--- config.mk ---
export PLATFORM = sky130hd
export DESIGN_NAME = inst_queue_param
export DESIGN_NICKNAME = d
export VERILOG_FILES = /design/src/rtl/inst_queue_param.sv
export SDC_FILE = /design/constraint.sdc
export NUM_CORES = 1
export LEC_CHECK = 0
export ABC_AREA = 1
export ABC_CLOCK_PERIOD_IN_PS = 8300
export CORE_MARGIN = 2
export CORE_UTILIZATION = 45
export DETAILED_ROUTE_END_ITERATION = 7
export HOLD_SLACK_MARGIN = 0.03
export PLACE_DENSITY_LB_ADDON = 0.15
export SLEW_MARGIN = 10
export SYNTH_ARGS = -nofsm -noshare
export SYNTH_HDL_FRONTEND = slang
export SYNTH_SLANG_ARGS = --single-unit
--- constraint.sdc ---
create_clock -name clk -period 8.3 [get_ports clk]
set_input_delay 0.83 -clock clk [delete_from_list [all_inputs] [get_ports clk]]
set_output_delay 0.83 -clock clk [all_outputs]
set_load 0.02 [all_outputs]
--- src/rtl/inst_queue_param.sv ---
`default_nettype none
// ============================================================================
// Module   : inst_queue_param
// Purpose  : Parametrised instruction queue between IF and ID. Storage FIFO
//            of DEPTH entries behind a registered show-ahead output stage.
//            When storage is empty and the output stage is free, an incoming
//            instruction bypasses storage and loads the output stage directly.
//            The design reports storage occupancy, applies almost-full
//            back-pressure, and keeps a sticky overflow flag.
// Ports    : clk, rst          - clock, synchronous active-high reset
//            rdy               - global ready; low freezes all state
//            clear             - synchronous flush; works even when rdy is low
//            if_valid/if_inst/if_pc - instruction offered by IF
//            almost_full       - registered back-pressure to IF
//            id_ready          - ID accepts the head entry this cycle
//            id_valid/id_inst/id_pc - output stage (head of the queue)
//            count             - storage occupancy, output stage not included
//            overflow_err      - sticky: enqueue attempted while storage full
// Revision : 1.0 - initial release
// ============================================================================
module inst_queue_param #(
  parameter int DEPTH    = 16,
  parameter int INST_W   = 32,
  parameter int ADDR_W   = 32,
  parameter int AF_SLACK = 2
) (
  input  logic                     clk,
  input  logic                     rst,
  input  logic                     rdy,
  input  logic                     clear,
  input  logic                     if_valid,
  input  logic [INST_W-1:0]        if_inst,
  input  logic [ADDR_W-1:0]        if_pc,
  output logic                     almost_full,
  input  logic                     id_ready,
  output logic                     id_valid,
  output logic [INST_W-1:0]        id_inst,
  output logic [ADDR_W-1:0]        id_pc,
  output logic [$clog2(DEPTH):0]   count,
  output logic                     overflow_err
);

  localparam int PTR_W = $clog2(DEPTH);
  localparam int CNT_W = PTR_W + 1;

  localparam logic [CNT_W-1:0] c_depth    = CNT_W'(DEPTH);
  localparam logic [CNT_W-1:0] c_af_level = CNT_W'(DEPTH - AF_SLACK);

  logic [INST_W-1:0] r_inst_mem [DEPTH];
  logic [ADDR_W-1:0] r_pc_mem   [DEPTH];

  logic [PTR_W-1:0]  r_head;
  logic [PTR_W-1:0]  r_tail;
  logic [CNT_W-1:0]  r_count;
  logic              r_id_valid;
  logic [INST_W-1:0] r_id_inst;
  logic [ADDR_W-1:0] r_id_pc;
  logic              r_almost_full;
  logic              r_overflow;

  logic              w_transfer;
  logic              w_free;
  logic              w_empty;
  logic              w_full;
  logic              w_deq;
  logic              w_bypass;
  logic              w_enq;
  logic              w_ovf;
  logic [CNT_W-1:0]  w_count_next;

  // All qualifiers include rdy so that a frozen cycle has no side effects.
  assign w_transfer = r_id_valid & id_ready & rdy;
  assign w_free     = ~r_id_valid | w_transfer;
  assign w_empty    = (r_count == '0);
  assign w_full     = (r_count == c_depth);

  // Output stage refill: storage has priority over the bypass path so that
  // ordering stays FIFO; bypass only happens when storage is empty.
  assign w_deq    = rdy & w_free & ~w_empty;
  assign w_bypass = rdy & w_free &  w_empty & if_valid;

  // A dequeue in the same cycle frees a slot even when storage is full.
  assign w_enq = rdy & if_valid & ~w_bypass & (~w_full | w_deq);
  assign w_ovf = rdy & if_valid & ~w_bypass &  w_full & ~w_deq;

  assign w_count_next = r_count + CNT_W'(w_enq) - CNT_W'(w_deq);

  always_ff @(posedge clk) begin
    if (rst) begin
      r_head        <= '0;
      r_tail        <= '0;
      r_count       <= '0;
      r_id_valid    <= 1'b0;
      r_id_inst     <= '0;
      r_id_pc       <= '0;
      r_almost_full <= 1'b0;
      r_overflow    <= 1'b0;
    end else if (clear) begin
      // Flush drops everything in flight, including this cycle's input;
      // the overflow history is deliberately preserved.
      r_head        <= '0;
      r_tail        <= '0;
      r_count       <= '0;
      r_id_valid    <= 1'b0;
      r_almost_full <= 1'b0;
    end else if (rdy) begin
      if (w_deq) begin
        r_head <= r_head + 1'b1;
      end
      if (w_enq) begin
        r_tail <= r_tail + 1'b1;
      end
      r_count       <= w_count_next;
      r_almost_full <= (w_count_next >= c_af_level);
      if (w_ovf) begin
        r_overflow <= 1'b1;
      end

      if (w_deq) begin
        r_id_valid <= 1'b1;
        r_id_inst  <= r_inst_mem[r_head];
        r_id_pc    <= r_pc_mem[r_head];
      end else if (w_bypass) begin
        r_id_valid <= 1'b1;
        r_id_inst  <= if_inst;
        r_id_pc    <= if_pc;
      end else if (w_free) begin
        r_id_valid <= 1'b0;
      end
    end
  end

  // Storage array carries no reset; validity is tracked by the pointers.
  always_ff @(posedge clk) begin
    if (!rst && !clear && w_enq) begin
      r_inst_mem[r_tail] <= if_inst;
      r_pc_mem[r_tail]   <= if_pc;
    end
  end

  assign almost_full  = r_almost_full;
  assign id_valid     = r_id_valid;
  assign id_inst      = r_id_inst;
  assign id_pc        = r_id_pc;
  assign count        = r_count;
  assign overflow_err = r_overflow;

endmodule
`default_nettype wire
# Yosys cells after proc, flatten, opt, wreduce, memory -nomap -nowiden
# Memory sizes are Yosys's and may differ from the RTL's. A register that Yosys moved wholly into a read port is not among the register bits.
# Cells that the tools add are included.
# totals
regBits,80
mem_bits_rw,1024
input_bits,70
output_inout_bits,72
elab_cells,61
memories,2
# op_classes
addsub,4
order_cmp,1
n_eq_ne,1
mux,13
bitwise_logic,19
reduce_logical,13
# memory_table
memory,depth,width,read_ports,rd_ports_with_merged_regs,wr,line,source
r_inst_mem,16,32,1,1,1,49,logic [INST_W-1:0] r_inst_mem [DEPTH];
r_pc_mem,16,32,1,1,1,50,logic [ADDR_W-1:0] r_pc_mem [DEPTH];
# ops
op,n
$mux W32,4
$mux W4,4
$and A1 B1 Y1,11
$add A4 B1 Y4 const B,2
$not A1 Y1,6
$reduce_and A2 Y1,3
$reduce_and A3 Y1,2
$add A5 B1 Y5,1
$eq A5 B5 Y1 const B,1
$ge A5 B4 Y1 const B,1
$logic_not A5 Y1,1
$mux W1,5
$sub A5 B1 Y5,1
$reduce_bool A3 Y1,1
$logic_and A1 B1 Y1,2
$logic_not A1 Y1,2
$or A1 B1 Y1,2
$reduce_bool A2 Y1,1
$reduce_or A2 Y1,1

# Longest topological paths before layout
# logic_depth
word_depth,12
depth_mapped,18

# Worst setup path after synthesis
# No wires, ideal clock.
# synth_path
path_kind,input to register
startpoint,input port rdy
endpoint,"memory r_inst_mem[0][0], enable pin"
arrival_time_ps,4305
path_slack_ps,3508
path_stages,7
n_path_buf,1
cell_sequence,buf_6 inv_4 a21oi_4 nor2_1 nor3_4 nand2_1 nor2_1
# synth_via
elab_chain_len,11
word_cells_on_any_way,14
# synth_lines
item,line,source
start: declaration,29,"input logic rdy,"
$and A1 B1 Y1,72,assign w_transfer = r_id_valid & id_ready & rdy;
$or A1 B1 Y1,73,assign w_free = ~r_id_valid | w_transfer;
$and A1 B1 Y1,"79, 80",
$and A1 B1 Y1 (2 in series),80,assign w_bypass = rdy & w_free & w_empty & if_valid;
$not A1 Y1,83,assign w_enq = rdy & if_valid & ~w_bypass & (~w_full | w_deq);
$and A1 B1 Y1,83,
$and A1 B1 Y1 *,83,
$logic_and A1 B1 Y1 *,135,if (!rst && !clear && w_enq) begin
$mux W1 *,135,
$mux W1 (implied by the code) *,136,r_inst_mem[r_tail] <= if_inst;
end: declaration,49,
# Every way passes the cells marked *; elsewhere a longest branch is shown, timed or not.

# Worst setup path in the final report
# layout_path
startpoint,input port rdy
endpoint,"memory r_pc_mem[8][15], enable pin"
# layout_via
elab_chain_len,11
word_cells_on_any_way,14
# layout_lines
item,line,source
$and A1 B1 Y1,72,
$or A1 B1 Y1,73,
$and A1 B1 Y1,"79, 80",
$and A1 B1 Y1 (2 in series),80,
$not A1 Y1,83,
$and A1 B1 Y1,83,
$and A1 B1 Y1 *,83,
$logic_and A1 B1 Y1 *,135,
$mux W1 *,135,
$mux W1 (implied by the code) *,137,r_pc_mem[r_tail] <= if_pc;
end: declaration,50,
# Marked as above.

==> metrics.cfg <==
[drt]
dr.pass1.iters = 5
viasPerCell = 5.11
antenna_left = 0
vias = 30819
wirelength_um = 120000
wire_per_inst_um = 19.9
drt-initial-drc-count = 2572
drc_errors = 0

[clock_network]
cts_sinks = 1108
cts_setup_buffers = 0
cts_root_buffer = clkbuf_16
clkLatencyLatePin_ps = 690
cts_made_buffers = 117
clkSlewWorstSetupHoldPaths_ps = 60
cts_buffer_depth = 3
htreeDepth = 3
ctsHoldBuffers = 0
cts_resized = 0
cts_tree = done

[logic_synthesis]
synth_compound_area_share_pct = 1.91
netlist_instances = 4499
synth_fa_ha_area_share_pct = 0.335
synth.avg_cell_area_um2 = 10.5
synth_top_family_by_area = simple AND/OR/NAND/NOR gates
synthesis.nets = 4581
yosys.area_share.simple_pct = 21.7
synth_xor_xnor_area_share_pct = 0.0744
synth.largest_area_cell = edfxtp_1
yosys_warnings = 0
yosysUniqueCellTypes = 37
ys_ff_latch = 1108
synth_top_area_share_pct = 65.3
synth-seq-area-share_pct = 68.9
ys_top_cells_by_area = edfxtp_1, nand2_1, nand3_1
syn_area_mm2 = 0.0471
muxShareOfSynthArea_pct = 0

[critical_path]
rr_startpoint = count[2]
startpoint_type = input port
worstRegToRegCells = 8
arrival_ps = 4340
critPathKind = input port to flop
critPathCaptureType = flop
path_max_fanout = 42
rrSetupSlack_ps = 4570
cp.required_ps = 8600
reg2reg_to = r_pc_mem[8][15]

[min_path]
hold_path_class = flop to flop
hold_start = overflow_err
holdPathStages = 2
hold_end = overflow_err

[job]
maxCapViolCount = 0

[global_routing]
grt_overflow = 0
use_met2_pct = 35.8
grt_pass1_vias = 29250
antenna_found_initial = 1
met1_usage_pct = 31.4
grt_pass1_wl_um = 181000
busiest_layer = met2
met3_usage_pct = 3.06
grt_usage_pct = 22.1
grt_max_degree = 192

[timing]
slew_violations = 0
layout_setup_ws_ps = 4270
finClkSkew_ps = 27.3
setup_viol = 0
hold_viol = 0
rsz0062_at_grt = no
finalSetupTns_ps = 0
tightest_slew_ps = 1140
slew_headroom_pct = 24.0
finalCriticalPeriod_ps = 4030
fin_crit_sh_pct = 48.6
max_clock_freq_mhz = 248
whs_ps = 476

[cells_and_area]
final_common_cell = nand2_1
final_cell_mix = nand2_1, edfxtp_1, nand3_1, inv_1, clkdlybuf4s50_1
finish.net_count = 4632
fin_cells = 6029
multi_input_area_mm2 = 0.0114
drive_gt1_share_pct = 6.45
final_cell_area_mm2 = 0.0532
syn_to_final_growth_pct = 13.0
fin_util_pct = 51.3
regArea_mm2 = 0.0324
fillerInstances = 9231
diodes = 0

[floorplan]
core.rowCount = 118
ioPinCount = 142
die_area_mm2 = 0.107
core_area_mm2 = 0.104
die_height_um = 328
die_width_um = 328
start_util_pct = 45.4

[placement]
place_area_mm2 = 0.0494
gp_congestion = 0.744
hpwlAfterDp_um = 60100
dp_cells = 5811
pre_cts_slack_ps = 3510
portBuffers = 141

[power_and_ir_drop]
vdd_drop_max_v = 0.000148
leakagePower_nw = 21.2
power_density_mw_per_mm2 = 225
total_power_mw = 12.0

[status]
status = finished, final reports clean

[state kept, by name (all words and copies together) (netlist names), named ones only]
register and cells:
r_inst_mem 512, r_pc_mem 512, id_inst 32, id_pc 32, count 5, r_head 4, r_tail 4, almost_full 1
id_valid 1, overflow_err 1
[layout make-up]
type / count / share of cell area (%)
Clock buffer: 170 / 6.25
Clock inverter: 48 / 0.833
Inverter: 541 / 3.89
Multi-Input combinational cell: 2602 / 21.5
Sequential cell: 1108 / 61.0
Tap cell: 1380 / 3.25
Timing Repair Buffer: 180 / 3.32
[critical path, stage by stage]
cell	delay (ps)
clkdlybuf4s50_1	700
inv_4	100
a21oi_4	190
nor2_1	120
nor3_4	320
nand2_1	330
nor2_4	860
buf_4	820
[synth_stat cells (all sizes together)]
cell type and n:
a211oi 1, a21boi 1, a21oi 77, buf 204, clkbuf 44, dfxtp 84, edfxtp 1024, fa 1
ha 11, inv 541, nand2 1616, nand3 712, nand4 3, nor2 29, nor3 4, o21a 1
o21ai 78, or2 64, xnor2 1, xor2 3
[power breakdown]
| part | switching, mW | internal, mW | leakage (nW) |
|---|---|---|---|
| registers | 0.0283 | 6.13 | 9.89 |
| logic | 0.467 | 0.221 | 9.52 |
| clock network | 2.14 | 2.98 | 1.81 |
[logic make-up after synthesis]
group	after synthesis
flip-flops	1108
adder cells (fa/ha/maj)	12
AO/OA/AOI/OAI	158
AND/OR/NAND/NOR	2428
buffers and inverters	789
XOR/XNOR	4
[routing by layer]
metal	up-vias	wire, µm
met4	2	3130
met1	14921	54100
met2	815	56300
met3	176	6200
met5	-	10
li1	14905	-
[worst max-delay path by stage]
| stage | from | to |
|---|---|---|
| after global routing | rdy | r_pc_mem[8][15] |
| after detailed placement | rdy | r_pc_mem[8][15] |
| after CTS | rdy | r_pc_mem[8][15] |
| final | rdy | r_pc_mem[8][15] |
| after global placement | rdy | r_pc_mem[8][14] |
| after floorplan | rdy | r_inst_mem[0][0] |
Note: power is estimated with default switching activity, not from simulation.
